[src/rtl/rca4_seq_ctrl.sv]
// ----------------------------------------------------------------------------
// rca4_seq_ctrl
//
// Purpose:
//   Multi-word adder controller. It accepts two NIBBLES*4-bit operands and a
//   carry-in over a valid/ready handshake. It then steps a single 4-bit ripple
//   carry adder (rca4) through the operands one nibble per cycle, LSB first.
//   The carry-out of each nibble feeds the carry-in of the next. The finished
//   result is held on the output until the consumer accepts it.
//
// Parameters:
//   NIBBLES     operand width in nibbles, W = 4*NIBBLES (1..16)
//
// Ports:
//   _clk        in   1  clock, all state on rising edge
//   _rst        in   1  synchronous reset, active-high
//   _in_valid   in   1  operand request valid
//   _in_ready   out  1  controller can accept a request (IDLE only)
//   _a          in   W  operand A, sampled on input handshake
//   _b          in   W  operand B, sampled on input handshake
//   _cin        in   1  carry-in to nibble 0, sampled on input handshake
//   _out_valid  out  1  result valid
//   _out_ready  in   1  consumer accepts result
//   _sum        out  W  A+B+cin, low W bits
//   _cout       out  1  carry out of the MSB nibble
//   _ovf        out  1  signed overflow of the addition
//   _busy       out  1  high while adding or holding a result
//
// File also contains rca4, the 4-bit ripple carry adder used per nibble.
// ----------------------------------------------------------------------------

// ----------------------------------------------------------------------------
// rca4: purely combinational 4-bit ripple carry adder.
//   _a, _b  in  4  addends
//   _cin    in  1  carry-in
//   _s      out 4  sum
//   _cout   out 1  carry-out
// ----------------------------------------------------------------------------
module rca4 (
    input  logic [3:0] _a,
    input  logic [3:0] _b,
    input  logic       _cin,
    output logic [3:0] _s,
    output logic       _cout
);

    logic [4:0] carry;

    // Four chained full adders; carry[i] is the carry into bit i.
    always_comb begin
        carry    = '0;
        _s       = '0;
        carry[0] = _cin;
        for (int i = 0; i < 4; i++) begin
            _s[i]      = _a[i] ^ _b[i] ^ carry[i];
            carry[i+1] = (_a[i] & _b[i]) | (carry[i] & (_a[i] ^ _b[i]));
        end
        _cout = carry[4];
    end

endmodule

module rca4_seq_ctrl #(
    parameter int NIBBLES = 4
) (
    input  logic                 _clk,
    input  logic                 _rst,
    input  logic                 _in_valid,
    output logic                 _in_ready,
    input  logic [4*NIBBLES-1:0] _a,
    input  logic [4*NIBBLES-1:0] _b,
    input  logic                 _cin,
    output logic                 _out_valid,
    input  logic                 _out_ready,
    output logic [4*NIBBLES-1:0] _sum,
    output logic                 _cout,
    output logic                 _ovf,
    output logic                 _busy
);

    localparam int W  = 4 * NIBBLES;
    // Nibble index needs at least one bit even when there is a single nibble.
    localparam int IW = (NIBBLES > 1) ? $clog2(NIBBLES) : 1;
    localparam logic [IW-1:0] LAST_IDX = IW'(NIBBLES - 1);
    localparam logic [W-1:0]  NIB_MASK = W'(4'hF);

    typedef enum logic [1:0] {
        IDLE,
        ADD,
        DONE
    } state_t;

    state_t        state;
    state_t        next_state;

    logic [W-1:0]  a_reg;
    logic [W-1:0]  b_reg;
    logic [W-1:0]  acc_reg;
    logic          carry_reg;
    logic [IW-1:0] idx;

    logic          out_valid_reg;
    logic [W-1:0]  sum_reg;
    logic          cout_reg;
    logic          ovf_reg;

    logic          accept;
    logic          release_result;
    logic          last_nibble;
    logic [IW+1:0] shamt;
    logic [3:0]    nib_a;
    logic [3:0]    nib_b;
    logic [3:0]    nib_s;
    logic          nib_cout;

    assign accept         = _in_valid & _in_ready;
    assign release_result = out_valid_reg & _out_ready;
    assign last_nibble    = (idx == LAST_IDX);

    // Bit offset of the current nibble; shifting avoids a variable part-select.
    assign shamt = {idx, 2'b00};
    assign nib_a = 4'(a_reg >> shamt);
    assign nib_b = 4'(b_reg >> shamt);

    rca4 u_rca4 (
        ._a    (nib_a),
        ._b    (nib_b),
        ._cin  (carry_reg),
        ._s    (nib_s),
        ._cout (nib_cout)
    );

    // State register.
    always_ff @(posedge _clk) begin
        if (_rst) begin
            state <= IDLE;
        end else begin
            state <= next_state;
        end
    end

    // Next-state logic. DONE is left only after the result has been presented
    // (out_valid high) and the consumer takes it.
    always_comb begin
        next_state = state;
        unique case (state)
            IDLE: if (accept)         next_state = ADD;
            ADD:  if (last_nibble)    next_state = DONE;
            DONE: if (release_result) next_state = IDLE;
            default:                  next_state = IDLE;
        endcase
    end

    // Working datapath: operands are captured on accept, then one nibble of
    // the accumulator is filled in per ADD cycle while the carry ripples
    // forward through carry_reg.
    always_ff @(posedge _clk) begin
        if (_rst) begin
            a_reg     <= '0;
            b_reg     <= '0;
            acc_reg   <= '0;
            carry_reg <= 1'b0;
            idx       <= '0;
        end else begin
            unique case (state)
                IDLE: begin
                    if (accept) begin
                        a_reg     <= _a;
                        b_reg     <= _b;
                        carry_reg <= _cin;
                        idx       <= '0;
                    end
                end
                ADD: begin
                    acc_reg   <= (acc_reg & ~(NIB_MASK << shamt)) | (W'(nib_s) << shamt);
                    carry_reg <= nib_cout;
                    if (!last_nibble) begin
                        idx <= idx + 1'b1;
                    end
                end
                default: begin
                end
            endcase
        end
    end

    // Result stage. The first DONE cycle commits the finished accumulator to
    // the output registers and raises out_valid one cycle later. This gives a
    // latency of NIBBLES+1 cycles from accept. The outputs then hold their
    // value through IDLE until the next commit.
    always_ff @(posedge _clk) begin
        if (_rst) begin
            out_valid_reg <= 1'b0;
            sum_reg       <= '0;
            cout_reg      <= 1'b0;
            ovf_reg       <= 1'b0;
        end else if (state == DONE) begin
            if (!out_valid_reg) begin
                out_valid_reg <= 1'b1;
                sum_reg       <= acc_reg;
                cout_reg      <= carry_reg;
                ovf_reg       <= (a_reg[W-1] == b_reg[W-1]) && (acc_reg[W-1] != a_reg[W-1]);
            end else if (_out_ready) begin
                out_valid_reg <= 1'b0;
            end
        end
    end

    assign _in_ready  = (state == IDLE);
    assign _busy      = (state == ADD) || (state == DONE);
    assign _out_valid = out_valid_reg;
    assign _sum       = sum_reg;
    assign _cout      = cout_reg;
    assign _ovf       = ovf_reg;

endmodule

[config.mk]
export PLATFORM = sky130hd
export DESIGN_NAME = rca4_seq_ctrl
export DESIGN_NICKNAME = d
export VERILOG_FILES = /design/src/rtl/rca4_seq_ctrl.sv
export SDC_FILE = /design/constraint.sdc
export NUM_CORES = 1
export LEC_CHECK = 0
export ABC_AREA = 1
export CAP_MARGIN = 20
export CORE_UTILIZATION = 35
export DETAILED_ROUTE_END_ITERATION = 8
export GPL_ROUTABILITY_DRIVEN = 0
export PLACE_DENSITY = 0.53
export SYNTH_ARGS = -nofsm -noshare
export SYNTH_HDL_FRONTEND = slang
export SYNTH_HIERARCHICAL = 1
export SYNTH_SLANG_ARGS = --single-unit
[constraint.sdc]
create_clock -name _clk -period 6.7 [get_ports _clk]
set_input_delay 1.34 -clock _clk [delete_from_list [all_inputs] [get_ports _clk]]
set_output_delay 1.34 -clock _clk [all_outputs]
set_load 0.02 [all_outputs]
==> out/qor.yml <==
p_switching_uw: 705.4
clkSinkCount: 72
grt_max_degree: 55
start_util: 0.3631
crit_arrival_ns: 3.89
io_buffers: 57
row_count: 34
cts_resized: 0
nNetsFinal: 529
core_area_um2: 8763
synth-seq-area-share: 0.4530
cts_tree: "yes"
min_period_over_period: 0.5415
die-area_um2: 9476
antenna_left: 0
hold_buffers: 0
drive_gt1_frac: 0.04752
first_pass_iters: 4
power_frac_seq: 0.343
finalClockSkew_ns: 0.005718
antenna_found_initial: 0
netlist-cell-type-count: 23
root_buffer: "clkbuf_8"
grt_usage: 0.1530
htreeDepth: 3
yosysWarnings: 6
hold_path.class: "flip-flop to flip-flop"
post-route-util: 0.4559
ir_worst_vdd_uv: 148.9
p_leak_uw: 0.001691
syn_to_final_growth_pct: 25.56
tns_ns: 0
synthesis.area_um2: 3182
max_slew_margin: 0.3517
hpwl_um: 4814
fin_ws_ns: 3.072
worstSetupEndpointType: "flip-flop"
pre_cts_ws_ns: 3.062
finalHoldViolCount: 0
powerDensity_nw_per_um2: 456.4
startpoint_type: "flip-flop"
viasPerCell: 4.610
stdcell_count: 592
crit_fanout: 28
rsz0062_at_grt: "false"
ys_ff_latch: 72
syn_inst: 432
path_common_cell: "inv_1"
grt_pass1_vias: 2652
grt_first_pass_wirelength_um: 11680
setup_viol: 0
slowest_delay_ns: 0.97
dieHeight_um: 97.35
max_clock_freq_ghz: 0.2757
worstSetupPathType: "flip-flop to flip-flop"
cp_slowest_cell: "dfxtp_1"
fin_crit_ns: 3.628
worst_pin_slew_ns: 0.9712
ios: 58
drc: 0
intPower_uw: 1118
path_cells: "inv_4 -> o21ai_0 -> o22ai_1 -> fa_1 -> inv_1 -> fa_1 -> inv_1 -> fa_1 -> inv_1 -> fa_1 -> inv_1 -> inv_1 -> nor2_1 -> nand2_1 -> a21oi_1"
cts_inserted_buffers: 9
p_sw_frac: 0.3869
power_frac_comb: 0.412
grt_remaining_overflow: 0
holdWs_ns: 0.4670
die_w_um: 97.35
crit_required_ns: 6.96
worstSkewPairLatency_ns: 0.34
slew_violations: 0
drv_cap: 0
num_vias: 2729
synth_nets: 482
drt_wl_total_um: 6952
avgSynthCellArea_um2: 7.365
status: "complete, no violations"
wire_per_inst_um: 11.74
clk_pin_slew_ns: 0.07
placed_cells: 576
reg2reg_slack_ns: 3.07
p_clk_frac: 0.245
post_cts.repair.setup_buffers: 0
clock_path_buffers: 2
antenna_cells: 0
dr.first_iter.drc_count: 61
-- critical path: cells and delay by family, from the launching register on --
kind / cells / cell delay [ns]
flops: 1 / 0.97
simple gates: 2 / 0.23
buf+inv: 6 / 0.55
compound gates: 3 / 0.47
fa+ha+maj: 4 / 1.35
-- logic make-up (layout without fill, tap and decap cells) --
logic type / after synthesis / count (layout) / share of synthesized area
flip-flops: 72 / 72 / 0.4530
AND/OR/NAND/NOR: 190 / 190 / 0.2344
adder cells (fa/ha/maj): 13 / 13 / 0.06056
AO/OA/AOI/OAI: 97 / 97 / 0.1569
buffers and inverters: 60 / 112 / 0.09516
-- synth_stat cells --
| library cell | number | area share |
|---|---|---|
| nand3_1 | 6 | 0.0094 |
| o21ai_0 | 55 | 0.087 |
| nand2_1 | 59 | 0.070 |
| ha_1 | 9 | 0.035 |
| clkbuf_2 | 2 | 0.0031 |
| buf_4 | 4 | 0.0094 |
| nand2_4 | 1 | 0.0035 |
| clkinv_2 | 1 | 0.0016 |
| inv_1 | 35 | 0.041 |
| dfxtp_1 | 72 | 0.45 |
| nand4_1 | 2 | 0.0039 |
| inv_2 | 2 | 0.0024 |
| o22ai_1 | 8 | 0.016 |
| inv_4 | 1 | 0.0020 |
| o21ai_2 | 1 | 0.0028 |
| nor2_1 | 119 | 0.14 |
| nor2_4 | 1 | 0.0035 |
| o21ai_1 | 11 | 0.017 |
| buf_2 | 9 | 0.014 |
| fa_1 | 4 | 0.025 |
| buf_6 | 6 | 0.021 |
| a21oi_1 | 22 | 0.035 |
| nor2_2 | 2 | 0.0039 |
-- cell usage in the layout (no fill, tap or decap), drive strengths merged --
cell           netlist  routed
nand3                6       6
o21ai               67      67
clkinv               1       2
clkbuf               2      11
fa                   4       4
bufinv               0       4
clkdlybuf4s50        0      57
ha                   9       9
inv                 38      38
nand4                2       2
nand2               60      60
nor2               122     122
dfxtp               72      72
a21oi               22      22
o22ai                8       8
-- power by group through the flow --
stage	Sequential (uW)	Combinational (uW)	Clock, uW
2_1_floorplan	642	552	0
3_3_place_gp	635	754	0
3_5_place_dp	637	763	0
4_1_cts	629	764	458
5_1_grt	646	859	473
6_report	626	751	447
-- path summary, 6_finish.rpt --
kind	start	to	depth (start not counted)
max	idx[0]	acc_reg[3]	15
max reg2reg	idx[0]	acc_reg[3]	15
min	acc_reg[0]	acc_reg[0]	2
min reg2reg	acc_reg[0]	acc_reg[0]	2
-- area by class of cell --
cell class,count,area [um2]
fillers,922,4768
flip-flops and latches,72,1441
multi-input cells,300,1438
repair buffers,57,570.5
inverters,39,150.1
well taps,108,135.1
clock buffers,11,131.4
clock inverters,5,128.9
-- through the flow --
step                power (uW)  instance area (um2)
floorplan                 1194                 3182
global placement          1389                 3735
detailed placement        1399                 3735
CTS                       1851                 3995
global route              1977                 3995
finish                    1823                 3995
-- routing by layer --
layer,track usage,wire (um),vias to the layer above
met4,0.04751,71,0
met5,0,0,-
met1,0.1742,3258,1212
li1,-,-,1464
met3,0.04388,249,7
met2,0.2752,3373,46
Power figures use the tool's default switching activity.
